$ cat src/rtl/video_pkg.sv
// Shared video definitions: sequencer state encoding and default timing constants.
package video_pkg;

    // Patron overlay sequencer states, 2-bit encoding
    typedef enum logic [1:0] {
        ST_IDLE   = 2'd0,
        ST_DELAY  = 2'd1,
        ST_SCROLL = 2'd2,
        ST_HOLD   = 2'd3
    } seq_state_t;

    // Default timing of the patrons list (in frames / pixels)
    localparam logic signed [11:0] DEF_SCROLL_STEP = 12'sd1;
    localparam int                 DEF_START_DELAY = 120;
    localparam int                 DEF_LIST_LEN    = 1024;
    localparam int                 DEF_HOLD_FRAMES = 60;

    // Width of a counter that must hold the larger of two frame counts
    function automatic int cnt_width(input int a, input int b);
        int m;
        int w;
        m = (a > b) ? a : b;
        w = 1;
        while ((1 << w) <= m) w++;
        return w;
    endfunction

endpackage

$ cat src/rtl/vsync_tick.sv
// VSync synchroniser and falling-edge detector producing a one-cycle frame tick.
module vsync_tick (
    input  logic clk_sys,
    input  logic reset_n,
    input  logic VSync,
    output logic frame_tick
);

    logic vs_p0;
    logic vs_p1;
    logic vs_p2;

    // Two-flop synchroniser plus one history flop; all preset to the inactive (high) level
    always_ff @(posedge clk_sys or negedge reset_n) begin
        if (!reset_n) begin
            vs_p0 <= 1'b1;
            vs_p1 <= 1'b1;
            vs_p2 <= 1'b1;
        end else begin
            vs_p0 <= VSync;
            vs_p1 <= vs_p0;
            vs_p2 <= vs_p1;
        end
    end

    // Falling edge of the synchronised VSync, decoded from flop outputs only
    assign frame_tick = vs_p2 & ~vs_p1;

endmodule

$ cat src/rtl/patron_sequencer.sv
// Patron list sequencer: delay, scroll and hold the patrons overlay, frame by frame.
module patron_sequencer
    import video_pkg::*;
#(
    parameter logic signed [11:0] SCROLL_STEP = DEF_SCROLL_STEP,
    parameter int                 START_DELAY = DEF_START_DELAY,
    parameter int                 LIST_LEN    = DEF_LIST_LEN,
    parameter int                 HOLD_FRAMES = DEF_HOLD_FRAMES,
    parameter logic               LOOP        = 1'b0
) (
    input  logic                clk_sys,
    input  logic                reset_n,
    input  logic                VSync,
    input  logic                start,
    input  logic                abort,
    input  logic                pause,
    output logic                patrons,
    output logic signed [11:0]  scroll_pos,
    output logic                busy,
    output logic                done
);

    localparam int CNT_W = cnt_width(START_DELAY, HOLD_FRAMES);

    // Scroll arithmetic runs one bit wider so the end test cannot be fooled by a wrap
    localparam logic signed [12:0] STEP_X  = {SCROLL_STEP[11], SCROLL_STEP};
    localparam logic signed [12:0] LIMIT_X = 13'(LIST_LEN);
    localparam logic signed [11:0] END_POS = (SCROLL_STEP < 0) ? -12'(LIST_LEN) : 12'(LIST_LEN);

    seq_state_t              state;
    seq_state_t              state_nxt;
    logic [CNT_W-1:0]        frame_cnt;
    logic [CNT_W-1:0]        cnt_nxt;
    logic signed [11:0]      pos_nxt;
    logic signed [12:0]      pos_sum;
    logic                    done_nxt;
    logic                    start_p0;
    logic                    start_rise;
    logic                    frame_tick;
    logic                    tick_en;
    logic                    delay_last;
    logic                    hold_last;

    function automatic logic signed [12:0] abs_x(input logic signed [12:0] v);
        return (v < 0) ? -v : v;
    endfunction

    function automatic logic reached_end(input logic signed [12:0] sum);
        return abs_x(sum) >= LIMIT_X;
    endfunction

    // Clamp the next position to the list end, keeping the sign of the step
    function automatic logic signed [11:0] sat_pos(input logic signed [12:0] sum);
        return reached_end(sum) ? END_POS : $signed(sum[11:0]);
    endfunction

    vsync_tick u_vsync_tick (
        .clk_sys    (clk_sys),
        .reset_n    (reset_n),
        .VSync      (VSync),
        .frame_tick (frame_tick)
    );

    assign start_rise = start & ~start_p0;
    assign tick_en    = frame_tick & ~pause;
    assign pos_sum    = $signed({scroll_pos[11], scroll_pos}) + STEP_X;
    // A zero-length phase compares against -1, so it ends on the very next tick
    assign delay_last = int'(frame_cnt) >= START_DELAY - 1;
    assign hold_last  = int'(frame_cnt) >= HOLD_FRAMES - 1;

    // Next-state, frame counter, scroll position and done decode; abort overrides everything
    always_comb begin
        state_nxt = state;
        cnt_nxt   = frame_cnt;
        pos_nxt   = scroll_pos;
        done_nxt  = 1'b0;
        if (abort) begin
            state_nxt = ST_IDLE;
            cnt_nxt   = '0;
            pos_nxt   = '0;
        end else begin
            case (state)
                ST_IDLE: begin
                    if (start_rise) begin
                        state_nxt = ST_DELAY;
                        cnt_nxt   = '0;
                        pos_nxt   = '0;
                    end
                end
                ST_DELAY: begin
                    if (tick_en) begin
                        if (delay_last) begin
                            state_nxt = ST_SCROLL;
                            cnt_nxt   = '0;
                        end else begin
                            cnt_nxt = frame_cnt + CNT_W'(1);
                        end
                    end
                end
                ST_SCROLL: begin
                    if (tick_en) begin
                        pos_nxt = sat_pos(pos_sum);
                        if (reached_end(pos_sum)) begin
                            state_nxt = ST_HOLD;
                            cnt_nxt   = '0;
                        end
                    end
                end
                ST_HOLD: begin
                    if (tick_en) begin
                        if (hold_last) begin
                            cnt_nxt = '0;
                            if (LOOP) begin
                                state_nxt = ST_DELAY;
                                pos_nxt   = '0;
                            end else begin
                                state_nxt = ST_IDLE;
                                done_nxt  = 1'b1;
                            end
                        end else begin
                            cnt_nxt = frame_cnt + CNT_W'(1);
                        end
                    end
                end
                default: begin
                    state_nxt = ST_IDLE;
                    cnt_nxt   = '0;
                    pos_nxt   = '0;
                end
            endcase
        end
    end

    // State and output registers; start history presets high so a level held through reset is not an edge
    always_ff @(posedge clk_sys or negedge reset_n) begin
        if (!reset_n) begin
            state      <= ST_IDLE;
            frame_cnt  <= '0;
            scroll_pos <= '0;
            patrons    <= 1'b0;
            busy       <= 1'b0;
            done       <= 1'b0;
            start_p0   <= 1'b1;
        end else begin
            state      <= state_nxt;
            frame_cnt  <= cnt_nxt;
            scroll_pos <= pos_nxt;
            patrons    <= (state_nxt != ST_IDLE);
            busy       <= (state_nxt != ST_IDLE);
            done       <= done_nxt;
            start_p0   <= start;
        end
    end

endmodule

$ cat config.mk
export PLATFORM = sky130hd
export DESIGN_NAME = patron_sequencer
export DESIGN_NICKNAME = d
export VERILOG_FILES = /design/src/rtl/video_pkg.sv /design/src/rtl/vsync_tick.sv /design/src/rtl/patron_sequencer.sv
export SDC_FILE = /design/constraint.sdc
export NUM_CORES = 1
export LEC_CHECK = 0
export ABC_AREA = 1
export BUFFER_PORTS_ARGS = -buffer_cell sky130_fd_sc_hd__buf_2
export CORE_AREA = 3 3 101 64
export DETAILED_ROUTE_END_ITERATION = 8
export DIE_AREA = 0 0 104 67
export SETUP_SLACK_MARGIN = 0.05
export SLEW_MARGIN = 20
export SYNTH_ARGS = -nofsm -noshare
export SYNTH_HDL_FRONTEND = slang
export SYNTH_SLANG_ARGS = --single-unit
$ cat constraint.sdc
create_clock -name clk_sys -period 1.7 [get_ports clk_sys]
set_input_delay 0.34 -clock clk_sys [delete_from_list [all_inputs] [get_ports clk_sys]]
set_output_delay 0.34 -clock clk_sys [all_outputs]
set_load 0.05 [all_outputs]
# ---- Word level (Yosys, flattened, before mapping)
# Index checks and enable logic that the tools add are counted.
dict set report totals {
  register_bits 27
  in_bits 6
  out_inout_bits 15
  elab_cells 63
}
dict set report op_classes {
  add_sub_neg 3
  n_lt_le_gt_ge 4
  eq_ne 8
  n_mux 28
  bitwise_logic 6
  n_reduce_logical 5
}
# cell n
set op_table {}
lappend op_table {{7-bit two-way mux} 8}
lappend op_table {{12-bit two-way mux} 4}
lappend op_table {{7-bit case mux with 4 select lines} 1}
lappend op_table {{12-bit case mux with 2 select lines} 1}
lappend op_table {{2-bit two-way mux} 8}
lappend op_table {{3-bit != test (second input constant)} 5}
lappend op_table {{12-bit by 2-bit adder with 13-bit output (second input constant)} 1}
lappend op_table {{13-bit by 12-bit greater-or-equal comparator with 1-bit output (second input constant)} 1}
lappend op_table {{13-bit by 1-bit less-than comparator with 1-bit output (second input constant)} 1}
lappend op_table {{13-bit two-way mux} 1}
lappend op_table {{13-bit negation} 1}
lappend op_table {{2-bit case mux with 4 select lines} 1}
lappend op_table {{7-bit by 1-bit adder with 7-bit output (second input constant)} 1}
lappend op_table {{7-bit by 6-bit greater-or-equal comparator with 1-bit output (second input constant)} 1}
lappend op_table {{7-bit greater-or-equal comparator (second input constant)} 1}
lappend op_table {{5-bit AND reduction} 1}
lappend op_table {{2-bit == test (second input constant)} 2}
lappend op_table {{1-bit two-way mux} 4}
lappend op_table {{1-bit AND} 3}
lappend op_table {{1-bit inverter} 3}
lappend op_table {{3-bit AND reduction} 1}
lappend op_table {{3-bit nonzero test} 1}
lappend op_table {{2-bit by 1-bit == test with 1-bit output (second input constant)} 1}
lappend op_table {{2-bit zero test} 1}
lappend op_table {{2-bit nonzero test} 1}

# ---- Longest topological paths before layout
# Gate-level depths: netlist of run 1.
dict set report depth {
  depth_word 9
  depth_mapped 15
  ltp_nobuf 15
}

# ---- Modules after synthesis
# From an unflattened synthesis of run 1, not the netlist that was laid out.
dict set report unflattened {
  cells_unflattened 262
  hier_area_um2 1749.2
}
# mod instances cells_per_inst area_per_inst_um2
set modules_own_cells {}
lappend modules_own_cells {patron_sequencer 1 257 1660.3}
lappend modules_own_cells {vsync_tick 1 5 88.8}

# ---- Worst setup path before layout of run 1
# OpenSTA, ideal clock, no wires.
dict set report synth_timing {
  path_type {reg2reg}
  startpoint {reg scroll_pos[0]}
  endpoint {reg frame_cnt[3]}
  setup_time_ns 0.117
  arrival_ns 2.139
  t_required_ns 1.583
  path_slack_ns -0.556
  path_stages_with_launch 13
  path_buffers 0
  period_less_slack_ns 2.256
  path_cell_list {dfrtp_1 ha_1 nand3_1 o21ai_1 nand3_1 nor2_2 nand3_2 nand2_1 nand2_1 nand3_2 nand2_4 nand2_1 nand2_1}
}
dict set report synth_between {
  elab_chain_len 6
  word_cells_on_any_way 7
  classes_between {2 x add/sub; 2 x order compare; 1 x eq/ne; 1 x mux; 1 x reduce/logical}
}
# element line_no
set synth_lines {}
lappend synth_lines {{start: declaration} patron_sequencer.sv:18} ;# output logic signed [11:0] scroll_pos,
lappend synth_lines {{start signal: assignment} patron_sequencer.sv:147} ;# scroll_pos <= pos_nxt;
lappend synth_lines {{12-bit by 2-bit adder with 13-bit output (*)} patron_sequencer.sv:66} ;# assign pos_sum = $signed({scroll_pos[11], scroll_pos}) + STEP_X;
lappend synth_lines {{13-bit negation or 13-bit by 1-bit less-than comparator with 1-bit output (tied branches)} patron_sequencer.sv:45} ;# return (v < 0) ? -v : v;
lappend synth_lines {{13-bit two-way mux (*)} patron_sequencer.sv:45}
lappend synth_lines {{13-bit by 12-bit greater-or-equal comparator with 1-bit output (*)} patron_sequencer.sv:49} ;# return abs_x(sum) >= LIMIT_X;
lappend synth_lines {{3-bit != test (no source line) (*)} -}
lappend synth_lines {{5-bit AND reduction (no source line) (*)} -}
lappend synth_lines {{end signal: assignment} patron_sequencer.sv:146} ;# frame_cnt <= cnt_nxt;
lappend synth_lines {{end: declaration} patron_sequencer.sv:32} ;# logic [CNT_W-1:0] frame_cnt;
# Mark *: on every way between the ends. The rest lies on a longest branch, timed or not.
# A chain may end at the register's enable or synchronous reset.

# ---- Worst setup path in the final report of run 1
# Same ends and word-level chain as after synthesis.

==> Flow_metrics.wiki, run 1 <==
{| class="wikitable"
! Metric !! Value
|-
| Kind of end point of the critical path || flop
|-
| Effective utilization at floorplan || 30.1%
|-
| Post-synth EDFFs || 0
|-
| Total leakage power || 1.16 nW
|-
| Slew Viols, Final || 0
|-
| Cells along the critical path || ha_4 > nand3_4 > nor2_1 > nand2_1 > nand2_2 > nor2_2 > nand3_2 > a21oi_4 > nand3_4 > nand2_8 > nand2_1 > nand2_1
|-
| Number of standard-cell rows in the floorplan || 21
|-
| Floorplan die width || 104 microns
|-
| Fin crit period || 1.98 ns
|-
| Post-synthesis average cell area || 6.93 sq um
|-
| Pre-antenna DRT Iters || 4
|-
| Clock Skew || 0.00306 ns
|-
| Setup violation total in the final timing report || 21
|-
| Fill cell total of the finished layout || slightly below 600
|-
| Detailed router's first-iteration violation count || 109
|-
| Failing checks || negative setup slack
|-
| GRT Residual Overflow || 0
|-
| Total of max-cap violations || 0
|-
| Worst-path clk slew || about 0.10 ns
|-
| Slowest cell on the critical path || sky130_fd_sc_hd__dfrtp_4
|-
| Data required time of the critical path || about 1.9 ns
|-
| Net count after synthesis || 251
|-
| Crit path setup slack, layout || -0.283 ns
|-
| VDD IR-drop max || 0.265 mV
|-
| Die H || 67 microns
|-
| Inserted Diodes || 0
|-
| CTS H-tree depth || 1
|-
| # nets final || 309
|-
| DRC violations left || 0
|-
| Core footprint || 5570 sq um
|-
| Leading registers by flop count || scroll_pos x12, frame_cnt x7, state x2
|-
| Count of non-filler cells in the finished layout || about 380
|-
| CP Launch Type || flop
|-
| Gpl congestion || 0.858
|-
| Share of the cycle needed by the critical path after routing || 117%
|-
| Total clock buffers created by CTS || 3
|-
| Seq/Total Area, Yosys || between 40 and 50%
|-
| Total power density per cell area || roughly 500 nW/um^2
|-
| HPWL after detailed placement || 3260 microns
|-
| F_max || between 500 and 600 MHz
|-
| Netlist area before placement || 1680 sq um
|-
| Clock Latency Late Sink || 0.27 ns
|-
| Average detailed-routed wire length per instance || 11.6 microns
|-
| GRT Total Usage || 13.5%
|-
| Register bank with the most flops || scroll_pos
|-
| Detail-routed via count per cell || 4.41
|-
| Pin count of the biggest net entering global routing || 28
|-
| Antenna-violating nets left || 0
|-
| Count of endpoints failing hold in the final timing report || 0
|-
| Data arrival time of the critical path || 2.20 ns
|-
| Slew headroom || 58.5%
|-
| Synth async-reset ratio || between 90% and 100%
|-
| Share of Yosys cell area claimed by the top area cell type || 34.3%
|-
| Buffers on Ports || 20
|-
| Vias || 1673
|-
| Leading cell types by total area after synthesis || sky130_fd_sc_hd__dfrtp_1, sky130_fd_sc_hd__nand2_1, sky130_fd_sc_hd__inv_1
|-
| Fraction of final layout cells sized beyond drive strength 1 || 37.5%
|-
| CTS tree || done
|-
| Critical path buffers and inverters || 0
|-
| Number of global-route vias before repair || 1584
|-
| Unrepaired setup endpoints after global routing || true
|-
| Cell at the root of the clock tree || sky130_fd_sc_hd__clkbuf_8
|-
| Post-synthesis sequential element count || 27
|-
| Syn. warnings || 0
|-
| Maximum net fanout on the critical path || 8
|-
| Most common cell on crit path || sky130_fd_sc_hd__nand2_1
|-
| Cells after synthesis || roughly 240
|-
| Layout-stage area growth over the synthesis result || 41.2%
|-
| Clock tree buffer depth || 2
|-
| Primary flip-flop cell chosen by synthesis mapping || sky130_fd_sc_hd__dfrtp_1
|-
| Slew of the pin with the lowest slew margin || 0.622 ns
|-
| Clock sink count || 27
|-
| Library cells used by synthesis || 28
|-
| Max reg flops || 12
|-
| Synth cell count leaders || sky130_fd_sc_hd__nand2_1, sky130_fd_sc_hd__inv_1, sky130_fd_sc_hd__nor2_1
|-
| Number of antenna violations at the first check in global routing || 0
|-
| Cell total after placement || 371
|-
| Post-route core utilization || 42.5%
|-
| Library cell with the largest summed area after synthesis || sky130_fd_sc_hd__dfrtp_1
|-
| I/O pin total || 21
|-
| Outcome || finished, violations left
|-
| Setup Crit Path Kind || reg2reg
|-
| Routed Wire Length || about 4400 microns
|-
| Most repeated cell in the gate-level netlist after synthesis || sky130_fd_sc_hd__nand2_1
|-
| Full die area || between 6000 and 7000 sq um
|-
| Cell family with most CP delay || simple AND/OR/NAND/NOR gates
|-
| First-pass GRT wire length || 7640 microns
|-
| Worst hold path class || in2async
|-
| Final-layout worst hold slack || 0.0674 ns
|-
| Largest stage delay on the critical path || 0.53 ns
|-
| Cts-stage hold buffer count || 0
|}
cell type report:
type	instances	area, sq um	area share, %
Timing Repair Buffer	55	375	15.8
Multi-Input combinational cell	175	1010	42.7
Clock buffer	4	45.0	1.90
Sequential cell	27	693	29.3
Tap cell	80	100	4.22
Inverter	38	145	6.12
report_power, final:
part / internal (mW) / leakage, nW / switching, mW
Clock: 0.168 / 0.0228 / 0.208
Combinational: 0.0430 / 0.786 / 0.0978
Sequential: 0.657 / 0.348 / 0.00672
Total: 0.869 / 1.16 / 0.313
cells in the final DEF (no fill, tap or decap), types with 2 or more instances in the layout:
master,instances
sky130_fd_sc_hd__nand2_1,67
sky130_fd_sc_hd__dfrtp_1,15
sky130_fd_sc_hd__inv_1,36
sky130_fd_sc_hd__nand2_2,14
sky130_fd_sc_hd__ha_1,2
sky130_fd_sc_hd__o21ai_2,2
sky130_fd_sc_hd__o22ai_2,6
sky130_fd_sc_hd__nor3_1,2
sky130_fd_sc_hd__nand3b_1,2
sky130_fd_sc_hd__dfrtp_2,7
sky130_fd_sc_hd__nor2_1,27
sky130_fd_sc_hd__nand3_1,13
sky130_fd_sc_hd__and2_1,2
sky130_fd_sc_hd__clkbuf_8,3
sky130_fd_sc_hd__xor2_1,3
sky130_fd_sc_hd__nor2_4,2
sky130_fd_sc_hd__nand4_1,3
sky130_fd_sc_hd__dfstp_2,4
sky130_fd_sc_hd__buf_2,20
sky130_fd_sc_hd__nand3_2,2
sky130_fd_sc_hd__buf_4,34
sky130_fd_sc_hd__nor2_2,5
sky130_fd_sc_hd__nand3_4,3
sky130_fd_sc_hd__o21ai_0,7
sky130_fd_sc_hd__o21ai_1,2
logic make-up after synthesis:
kind of cell,after synthesis,synth area share (%)
XOR/XNOR,3,1.57
buffers and inverters,40,9.17
multiplexers,1,0.597
AND/OR/NAND/NOR,146,37.8
AO/OA/AOI/OAI,22,8.05
flip-flops,27,40.6
adder cells (fa/ha/maj),3,2.24
final timing paths:
check | slack [ns] | startpoint | to | cells after the start
max | -0.28 | scroll_pos[0]$_DFFE_PN0P_ | frame_cnt[3]$_DFFE_PN0P_ | 12
min | 0.07 | reset_n | busy$_DFF_PN0_ | 1
max reg2reg | -0.28 | scroll_pos[0]$_DFFE_PN0P_ | frame_cnt[3]$_DFFE_PN0P_ | 12
min reg2reg | 0.36 | u_vsync_tick.vs_p0$_DFF_PN1_ | u_vsync_tick.vs_p1$_DFF_PN1_ | 0
max in group asynchronous | 1.17 | reset_n | scroll_pos[0]$_DFFE_PN0P_ | 1
min in group clk_sys | 0.16 | VSync | u_vsync_tick.vs_p0$_DFF_PN1_ | 1
repair_timing:
action | in CTS | in global routing
setup buffers | 1 | 3
endpoints found under the setup margin | 21 | 22
gates resized for setup | 13 | 23
pin swaps | 4 | 12
gates cloned | 0 | 0
layer usage:
layer / vias up / global-route usage (%) / share of wire [%] / wire, microns
li1: 876 / - / - / -
met1: 757 / 20.1 / 55 / 2410
met2: 34 / 19.5 / 40 / 1740
met3: 6 / 3.10 / 5.0 / 219
met4: 0 / 2.99 / 0.75 / 33
met5: - / 0 / 0 / 0
through the flow:
step	total power, mW	area (sq um)	setup TNS [ns]	worst slack (ns)
CTS	1.19	2270	-4.34	-0.251
finish	1.18	2370	-4.95	-0.283
global placement	0.806	2160	-4.07	-0.257
floorplan	0.747	1730	-4.28	-0.229
global route	1.24	2370	-8.41	-0.451
detailed placement	0.807	2160	-5.11	-0.278
(Power assumes the default switching activity.)
==> run 2: changes to the inputs <==
CORE_AREA = 3 3 103 66   (was 3 3 101 64)
DIE_AREA = 0 0 106 69   (was 0 0 104 67)
GPL_ROUTABILITY_DRIVEN = 0   (was unset)
SYNTH_HIERARCHICAL = 1   (was unset)
==> run 2 against run 1 <==
Effect of this change:
- the run still ends with negative setup slack left
- sequential power increased by 6.8%
- count of clock-buffer cells in the layout decreased by 1
- synthesized cell count increased by 8.3%
- critical path type unchanged
- highest routed layer unchanged
==> Flow_metrics.wiki, run 2 <==
{| class="wikitable"
! Metric !! Value
|-
| Data arrival time of the critical path || 2.32 ns (was 2.20 ns)
|-
| Primary flip-flop cell chosen by synthesis mapping || sky130_fd_sc_hd__dfrtp_1 (unchanged)
|-
| Core footprint || 5950 sq um (was 5570 sq um)
|-
| Effective utilization at floorplan || 29.4% (was 30.1%)
|-
| Maximum net fanout on the critical path || 4 (was 8)
|-
| DRC violations left || 0 (unchanged)
|-
| Antenna-violating nets left || 0 (unchanged)
|-
| Inserted Diodes || 0 (unchanged)
|-
| Setup Crit Path Kind || reg2reg (unchanged)
|-
| Total leakage power || 1.30 nW (was 1.16 nW)
|-
| Leading cell types by total area after synthesis || sky130_fd_sc_hd__dfrtp_1, sky130_fd_sc_hd__nand2_1, sky130_fd_sc_hd__inv_1 (unchanged)
|-
| Layout-stage area growth over the synthesis result || 47.5% (was 41.2%)
|-
| Outcome || finished, violations left (unchanged)
|-
| Vias || 1857 (was 1673)
|-
| Leading registers by flop count || scroll_pos x12, frame_cnt x7, state x2 (unchanged)
|-
| Cell at the root of the clock tree || sky130_fd_sc_hd__clkbuf_8 (unchanged)
|-
| Slowest cell on the critical path || sky130_fd_sc_hd__dfrtp_2 (was sky130_fd_sc_hd__dfrtp_4)
|-
| GRT Residual Overflow || 0 (unchanged)
|-
| Cells along the critical path || ha_4 > nand3_4 > nor2_4 > nand2_2 > nand2_2 > nand2_2 > nor2_4 > nand3_2 > nand3_2 > nand2_2 > nor2_4 > buf_4 > buf_6 > nand3_1 > o21ai_1 (was ha_4 > nand3_4 > nor2_1 > nand2_1 > nand2_2 > nor2_2 > nand3_2 > a21oi_4 > nand3_4 > nand2_8 > nand2_1 > nand2_1)
|-
| Setup violation total in the final timing report || 21 (unchanged)
|-
| Netlist area before placement || 1750 sq um (was 1680 sq um)
|-
| HPWL after detailed placement || 3690 microns (was 3260 microns)
|-
| Full die area || 7310 sq um (was 6970 sq um)
|-
| Detail-routed via count per cell || 4.40 (was 4.41)
|-
| Number of global-route vias before repair || 1759 (was 1584)
|-
| Clock sink count || 27 (unchanged)
|-
| Floorplan die width || 106 microns (was 104 microns)
|-
| Int Power || 1.05 mW (was 0.869 mW)
|-
| Seq/Total Area, Yosys || 38.9% (was 40.6%)
|-
| Clock tree buffer depth || 2 (unchanged)
|-
| Setup TNS Final || -7.57 ns (was -4.95 ns)
|-
| Power share of the sequential group || 42.5% (was 56.2%)
|-
| Worst hold path class || in2async (unchanged)
|-
| First-pass GRT wire length || 8430 microns (was 7640 microns)
|-
| Post-synth EDFFs || 0 (unchanged)
|-
| Synth cell count leaders || sky130_fd_sc_hd__nand2_1, sky130_fd_sc_hd__inv_1, sky130_fd_sc_hd__nor2_1 (unchanged)
|-
| Total power density per cell area || 647 nW/um^2 (was 498 nW/um^2)
|-
| Switching power || 0.615 mW (was 0.313 mW)
|-
| Clock power frac || 23.3% (was 31.9%)
|-
| Library cells used by synthesis || 23 (was 28)
|-
| Clock Skew || 0.00992 ns (was 0.00306 ns)
|-
| Cell total after placement || 414 (was 371)
|-
| Kind of end point of the critical path || flop (unchanged)
|-
| Unrepaired setup endpoints after global routing || true (unchanged)
|-
| Total clock buffers created by CTS || 3 (unchanged)
|-
| Most frequent standard cell in the layout excluding fill and tap cells || sky130_fd_sc_hd__nand2_1 (unchanged)
|-
| Library cell with the largest summed area after synthesis || sky130_fd_sc_hd__dfrtp_1 (unchanged)
|-
| Clock Latency Late Sink || 0.28 ns (was 0.27 ns)
|-
| Total of max-cap violations || 0 (unchanged)
|-
| Number of standard-cell rows in the floorplan || 22 (was 21)
|-
| Most common cell on crit path || sky130_fd_sc_hd__nand2_2 (was sky130_fd_sc_hd__nand2_1)
|-
| Most repeated cell in the gate-level netlist after synthesis || sky130_fd_sc_hd__nand2_1 (unchanged)
|-
| CTS H-tree depth || 1 (unchanged)
|-
| Syn. warnings || 6 (was 0)
|-
| Cells after synthesis || 262 (was 242)
|-
| Top library cells by usage in the layout, fill and taps aside || sky130_fd_sc_hd__nand2_1, sky130_fd_sc_hd__buf_4, sky130_fd_sc_hd__inv_1 (was sky130_fd_sc_hd__nand2_1, sky130_fd_sc_hd__inv_1, sky130_fd_sc_hd__buf_4)
|-
| Fraction of final layout cells sized beyond drive strength 1 || 39.3% (was 37.5%)
|-
| FF-to-FF setup slack || -0.41 ns (was -0.28 ns)
|-
| Share of the cycle needed by the critical path after routing || 124% (was 117%)
|-
| Fin crit period || 2.11 ns (was 1.98 ns)
|-
| Crit path setup slack, layout || -0.408 ns (was -0.283 ns)
|-
| I/O pin total || 21 (unchanged)
|-
| Buffers on Ports || 20 (unchanged)
|-
| Detailed router's first-iteration violation count || 120 (was 109)
|-
| Share of Yosys cell area claimed by the top area cell type || 32.9% (was 34.3%)
|-
| Pin count of the biggest net entering global routing || 28 (unchanged)
|-
| Worst-path clk slew || 0.11 ns (was 0.10 ns)
|-
| Critical path buffers and inverters || 2 (was 0)
|-
| Number of cells on the worst reg-to-reg path || 15 (was 12)
|-
| Routed Wire Length || 4900 microns (was 4410 microns)
|-
| Synth async-reset ratio || 100% (unchanged)
|-
| GRT Total Usage || 13.9% (was 13.5%)
|-
| Switching part of the total power || 36.9% (was 26.5%)
|-
| Data required time of the critical path || 1.91 ns (was 1.92 ns)
|-
| # nets final || 348 (was 309)
|-
| Slew Viols, Final || 0 (unchanged)
|-
| Relative contribution of combinational cells to total power || 34.2% (was 11.9%)
|-
| Post-synthesis sequential element count || 27 (unchanged)
|-
| Number of antenna violations at the first check in global routing || 0 (unchanged)
|-
| Max reg flops || 12 (unchanged)
|-
| Pre-antenna DRT Iters || 4 (unchanged)
|-
| Instance count on the critical path || 15 (was 12)
|-
| Cts-stage hold buffer count || 0 (unchanged)
|-
| F_max || 474 MHz (was 504 MHz)
|-
| CP Launch Type || flop (unchanged)
|-
| Failing checks || negative setup slack (unchanged)
|-
| Die H || 69 microns (was 67 microns)
|-
| Net count after synthesis || 271 (was 251)
|-
| Slew headroom || 57.1% (was 58.5%)
|-
| Post-synthesis average cell area || 6.68 sq um (was 6.93 sq um)
|-
| Count of endpoints failing hold in the final timing report || 0 (unchanged)
|-
| CTS tree || done (unchanged)
|-
| Average detailed-routed wire length per instance || 11.6 microns (about the same)
|-
| Cell family with most CP delay || simple AND/OR/NAND/NOR gates (unchanged)
|-
| VDD IR-drop max || 0.476 mV (was 0.265 mV)
|-
| Count of non-filler cells in the finished layout || 422 (was 379)
|-
| Largest stage delay on the critical path || 0.43 ns (was 0.53 ns)
|-
| Register bank with the most flops || scroll_pos (unchanged)
|-
| Slew of the pin with the lowest slew margin || 0.643 ns (was 0.622 ns)
|}
run 2: cell types whose count changed in the layout (fill, tap and decap cells not counted), moves of 3 or more:
cell	before	now
sky130_fd_sc_hd__buf_4	34	51
sky130_fd_sc_hd__inv_1	36	40
sky130_fd_sc_hd__nand2_1	67	75
sky130_fd_sc_hd__nand2_4	0	3
sky130_fd_sc_hd__nand3_1	13	16
sky130_fd_sc_hd__nand3_2	2	5
sky130_fd_sc_hd__nand4_1	3	0
sky130_fd_sc_hd__nor2_1	27	33
sky130_fd_sc_hd__nor2_4	2	5
sky130_fd_sc_hd__o21ai_0	7	10
run 2: what timing repair did:
action,in CTS,in global routing
setup endpoints to repair,22,23
gates cloned,0,0
setup buffers,2,2
resized for setup,12,26
pin swaps,7,18
endpoints found under the hold margin,0,0
run 2: metal layers:
| metal | up-vias | wire length (microns) | GRT usage (%) |
|---|---|---|---|
| li1 | 965 | - | - |
| met1 | 859 | 2740 | 22.0 |
| met2 | 31 | 2000 | 20.1 |
| met3 | 2 | 144 | 2.34 |
| met4 | 0 | 27 | 1.72 |
| met5 | - | 0 | 0 |
run 2: power by group through the flow:
stage          combinational (mW)  clock (mW)  sequential (mW)
6_report                    0.570       0.389            0.709
5_1_grt                     0.629       0.438            0.715
4_1_cts                     0.529       0.408            0.709
3_3_place_gp                0.490           0            0.722
2_1_floorplan               0.223           0            0.783
3_5_place_dp                0.496           0            0.725
run 2: cell type report:
cell class	instances	area (sq um)
inverters	41	154
clock inverters	1	5.00
fillers	633	3370
multi-input cells	193	1080
clock buffers	3	41.3
flip-flops and latches	27	689
well taps	84	105
repair buffers	73	505
run 2: through the flow:
step           setup WS, ns  area, sq um  power [mW]  hold WS, ns  utilization (%)
4_1_cts              -0.373         2470        1.65       0.0976             41.6
2_1_floorplan        -0.317         1800        1.01       0.0444                -
5_1_grt              -0.594         2580        1.78        0.124             43.4
6_report             -0.408         2580        1.67       0.0702             43.4
3_5_place_dp         -0.455         2360        1.22        0.354             39.8
3_3_place_gp         -0.360         2360        1.21        0.353             39.8
run 2: worst paths after layout:
path,endpoint,start
worst max-delay path,scroll_pos[11]$_DFFE_PN0P_,scroll_pos[1]$_DFFE_PN0P_
worst min-delay path,frame_cnt[6]$_DFFE_PN0P_,reset_n
worst max register to register,scroll_pos[11]$_DFFE_PN0P_,scroll_pos[1]$_DFFE_PN0P_
worst min register to register,u_vsync_tick/vs_p1$_DFF_PN1_,u_vsync_tick/vs_p0$_DFF_PN1_
max in group asynchronous,scroll_pos[6]$_DFFE_PN0P_,reset_n
min in group clk_sys,u_vsync_tick/vs_p0$_DFF_PN1_,VSync
run 2: kinds of logic (layout without fill, tap and decap cells):
group                    after synthesis  after routing  share of synthesized area [%]
AND/OR/NAND/NOR                      162            162                           40.3
buffers and inverters                 42            118                           9.23
flip-flops                            27             27                           38.9
AO/OA/AOI/OAI                         24             24                           7.44
XOR/XNOR                               4              4                           2.00
adder cells (fa/ha/maj)                3              3                           2.15
run 2: worst reg2reg max path: stages (launching register included):
cell and delay, ns:
sky130_fd_sc_hd__dfrtp_2 0.43, sky130_fd_sc_hd__ha_4 0.18, sky130_fd_sc_hd__nand3_4 0.10, sky130_fd_sc_hd__nor2_4 0.18
sky130_fd_sc_hd__nand2_2 0.07, sky130_fd_sc_hd__nand2_2 0.10, sky130_fd_sc_hd__nand2_2 0.07, sky130_fd_sc_hd__nor2_4 0.11
sky130_fd_sc_hd__nand3_2 0.10, sky130_fd_sc_hd__nand3_2 0.09, sky130_fd_sc_hd__nand2_2 0.07, sky130_fd_sc_hd__nor2_4 0.17
sky130_fd_sc_hd__buf_4 0.15, sky130_fd_sc_hd__buf_6 0.09, sky130_fd_sc_hd__nand3_1 0.05, sky130_fd_sc_hd__o21ai_1 0.08
==> run 3: changes to the inputs <==
BUFFER_PORTS_ARGS = unset   (was -buffer_cell sky130_fd_sc_hd__buf_2)
DONT_BUFFER_PORTS = 1   (was unset)
==> run 3 against run 2 <==
Effect of this change:
- the flow still finishes with violations (negative setup slack)
- sequential share of layout area increased by 0.58 points
- clock power decreased by 3%
- non-clock buffer count decreased by 9
- utilization decreased by 0.93 points
- sequential power about the same
- maximum frequency about the same
- count of clock-buffer cells in the layout unchanged
==> Flow_metrics.wiki, run 3 (synthesized netlist as in run 2, its figures left out) <==
{| class="wikitable"
! Metric !! Value
|-
| Total of max-cap violations || 0 (unchanged)
|-
| Data arrival time of the critical path || 2.33 ns (was 2.32 ns)
|-
| GRT Residual Overflow || 0 (unchanged)
|-
| First-pass GRT wire length || 7790 microns (was 8430 microns)
|-
| Clock Latency Late Sink || 0.28 ns (about the same)
|-
| Fill cell total of the finished layout || 629 (was 633)
|-
| Crit path setup slack, layout || -0.407 ns (was -0.408 ns)
|-
| Number of global-route vias before repair || 1651 (was 1759)
|-
| Slew of the pin with the lowest slew margin || 0.443 ns (was 0.643 ns)
|-
| Routed Wire Length || 4710 microns (was 4900 microns)
|-
| Setup TNS Final || -7.08 ns (was -7.57 ns)
|-
| Max reg flops || 12 (unchanged)
|-
| Vias || 1770 (was 1857)
|-
| Combined area of the multi-input logic cells || 1030 sq um (was 1080 sq um)
|-
| FF-to-FF setup slack || -0.41 ns (about the same)
|-
| Worst r2r dst || frame_cnt[2]$_DFFE_PN0P_ (was scroll_pos[11]$_DFFE_PN0P_)
|-
| Slew headroom || 70.5% (was 57.1%)
|-
| Slowest cell on the critical path || sky130_fd_sc_hd__dfrtp_2 (unchanged)
|-
| Number of cells on the worst reg-to-reg path || 15 (unchanged)
|-
| Worst Hold Launch || VSync
|-
| Kind of end point of the critical path || flop (unchanged)
|-
| GRT Total Usage || 13.1% (was 13.9%)
|-
| Largest stage delay on the critical path || 0.43 ns (about the same)
|-
| Failing checks || negative setup slack (unchanged)
|-
| Clock tree buffer depth || 2 (unchanged)
|-
| Data required time of the critical path || 1.92 ns (was 1.91 ns)
|-
| Total power density per cell area || 625 nW/um^2 (was 647 nW/um^2)
|-
| Setup Crit Path Kind || reg2reg (unchanged)
|-
| Layout-stage area growth over the synthesis result || 44.3% (was 47.5%)
|-
| F_max || 474 MHz (about the same)
|-
| Effective utilization at floorplan || 29.4% (unchanged)
|-
| CP Launch Type || flop (unchanged)
|-
| # nets final || 339 (was 348)
|-
| Share of the cycle needed by the critical path after routing || 124% (about the same)
|-
| Total clock buffers created by CTS || 3 (unchanged)
|-
| Register bank with the most flops || scroll_pos (unchanged)
|-
| Cell total after placement || 403 (was 414)
|-
| I/O pin total || 21 (unchanged)
|-
| Core footprint || 5950 sq um (unchanged)
|-
| CTS H-tree depth || 1 (unchanged)
|-
| Clock Skew || 0.00382 ns (was 0.00992 ns)
|-
| Most common cell on crit path || sky130_fd_sc_hd__nand2_2 (unchanged)
|-
| Count of endpoints failing hold in the final timing report || 0 (unchanged)
|-
| Endpoint with the worst hold slack || u_vsync_tick/vs_p0$_DFF_PN1_
|-
| Number of antenna violations at the first check in global routing || 0 (unchanged)
|-
| Number of standard-cell rows in the floorplan || 22 (unchanged)
|-
| HPWL after detailed placement || 3650 microns (was 3690 microns)
|-
| Die H || 69 microns (unchanged)
|-
| Total leakage power || 1.25 nW (was 1.30 nW)
|-
| Pin count of the biggest net entering global routing || 28 (unchanged)
|-
| VDD IR-drop max || 0.354 mV (was 0.476 mV)
|-
| Most frequent standard cell in the layout excluding fill and tap cells || sky130_fd_sc_hd__nand2_1 (unchanged)
|-
| Cells along the critical path || ha_4 > nand3_4 > nor2_4 > nand2_1 > nand2_2 > nand2_2 > nor2_2 > nand3_2 > nand3_2 > nand2_2 > nor2_4 > nand2_4 > nand2_8 > nand2_2 > nand2_1 (was ha_4 > nand3_4 > nor2_4 > nand2_2 > nand2_2 > nand2_2 > nor2_4 > nand3_2 > nand3_2 > nand2_2 > nor2_4 > buf_4 > buf_6 > nand3_1 > o21ai_1)
|-
| Antenna-violating nets left || 0 (unchanged)
|-
| Post-route core utilization || 42.5% (was 43.4%)
|-
| Setup violation total in the final timing report || 21 (unchanged)
|-
| Fraction of final layout cells sized beyond drive strength 1 || 35.3% (was 39.3%)
|-
| DRC violations left || 0 (unchanged)
|-
| Worst hold path class || in2reg (was in2async)
|-
| Maximum net fanout on the critical path || 8 (was 4)
|-
| Leading registers by flop count || scroll_pos x12, frame_cnt x7, state x2 (unchanged)
|-
| Cell at the root of the clock tree || sky130_fd_sc_hd__clkbuf_8 (unchanged)
|-
| Detailed router's first-iteration violation count || 70 (was 120)
|-
| CTS tree || done (unchanged)
|-
| Count of non-filler cells in the finished layout || 413 (was 422)
|-
| Startpoint of the lowest-slack register-to-register path || scroll_pos[1]$_DFFE_PN0P_ (unchanged)
|-
| Unrepaired setup endpoints after global routing || true (unchanged)
|-
| Worst hold path stage count || 0
|-
| Worst-path clk slew || 0.10 ns (was 0.11 ns)
|-
| Slew Viols, Final || 0 (unchanged)
|-
| Average detailed-routed wire length per instance || 11.4 microns (was 11.6 microns)
|-
| Total power || 1.58 mW (was 1.67 mW)
|-
| Detail-routed via count per cell || 4.29 (was 4.40)
|-
| Clock sink count || 27 (unchanged)
|-
| Floorplan die width || 106 microns (unchanged)
|-
| Pre-antenna DRT Iters || 4 (unchanged)
|-
| Buffers on Ports || 0 (was 20)
|-
| Inserted Diodes || 0 (unchanged)
|-
| Fin crit period || 2.11 ns (about the same)
|-
| Outcome || finished, violations left (unchanged)
|-
| Combined flip-flop and latch cell area || 689 sq um (unchanged)
|-
| Full die area || 7310 sq um (unchanged)
|-
| Top library cells by usage in the layout, fill and taps aside || sky130_fd_sc_hd__nand2_1, sky130_fd_sc_hd__buf_4, sky130_fd_sc_hd__inv_1 (unchanged)
|}
run 3: changes by cell type in the layout (fill, tap and decap cells not counted), sizes merged:
| cell | delta |
|---|---|
| buf | -10 |
| dlygate4sd3 | +1 |
run 3: power breakdown:
group	internal, mW	total (mW)	switching [mW]
sequential	0.682	0.712	0.0305
combinational	0.169	0.488	0.319
clock	0.165	0.378	0.213
run 3: layout make-up:
cell class,instances,area share (%)
multi-input combinational,193,41.0
sequential,27,27.3
timing repair buffer,64,19.6
inverter,41,6.10
tap,84,4.16
clock buffer,3,1.64
clock inverter,1,0.198
run 3: per-layer routing:
metal	up-vias	share of wire (%)	GRT usage (%)
met5	-	0	0
met4	0	0.98	4.02
met3	5	5.5	2.99
met2	31	40	18.1
met1	790	54	20.0
li1	944	-	-
run 3: what timing repair did:
item | CTS | global route
hold endpoints to repair | 27 | 0
pin swaps | 4 | 13
setup endpoints to repair | 22 | 23
gates resized for setup | 8 | 16
hold buffers | 2 | 0
buffers inserted | 2 | 2
run 3: critical path, delay by kind of cell, from the launching register on:
kind | cells | cell delay, ns
flops | 1 | 0.43
fa+ha+maj | 1 | 0.19
simple gates | 14 | 1.41
run 3: how the worst max path moves through the flow:
stage                         startpoint                   endpoint  slack, ns  depth (start not counted)
2_1_floorplan  scroll_pos[0]$_DFFE_PN0P_   frame_cnt[4]$_DFFE_PN0P_      -0.32                         15
3_3_place_gp   scroll_pos[1]$_DFFE_PN0P_  scroll_pos[0]$_DFFE_PN0P_      -0.32                         13
3_5_place_dp   scroll_pos[1]$_DFFE_PN0P_  scroll_pos[0]$_DFFE_PN0P_      -0.35                         13
6_report       scroll_pos[1]$_DFFE_PN0P_   frame_cnt[2]$_DFFE_PN0P_      -0.41                         15
4_1_cts        scroll_pos[0]$_DFFE_PN0P_   frame_cnt[6]$_DFFE_PN0P_      -0.35                         15
5_1_grt        scroll_pos[1]$_DFFE_PN0P_   frame_cnt[1]$_DFFE_PN0P_      -0.58                         15
run 3: metrics by stage:
step / setup WS, ns / area (sq um) / hold WS, ns
4_1_cts: -0.351 / 2460 / 0.0347
6_report: -0.407 / 2520 / 0.0445
5_1_grt: -0.578 / 2520 / 0.0242
3_5_place_dp: -0.347 / 2330 / 0.0450
2_1_floorplan: -0.317 / 1800 / 0.0444
3_3_place_gp: -0.320 / 2330 / 0.0450
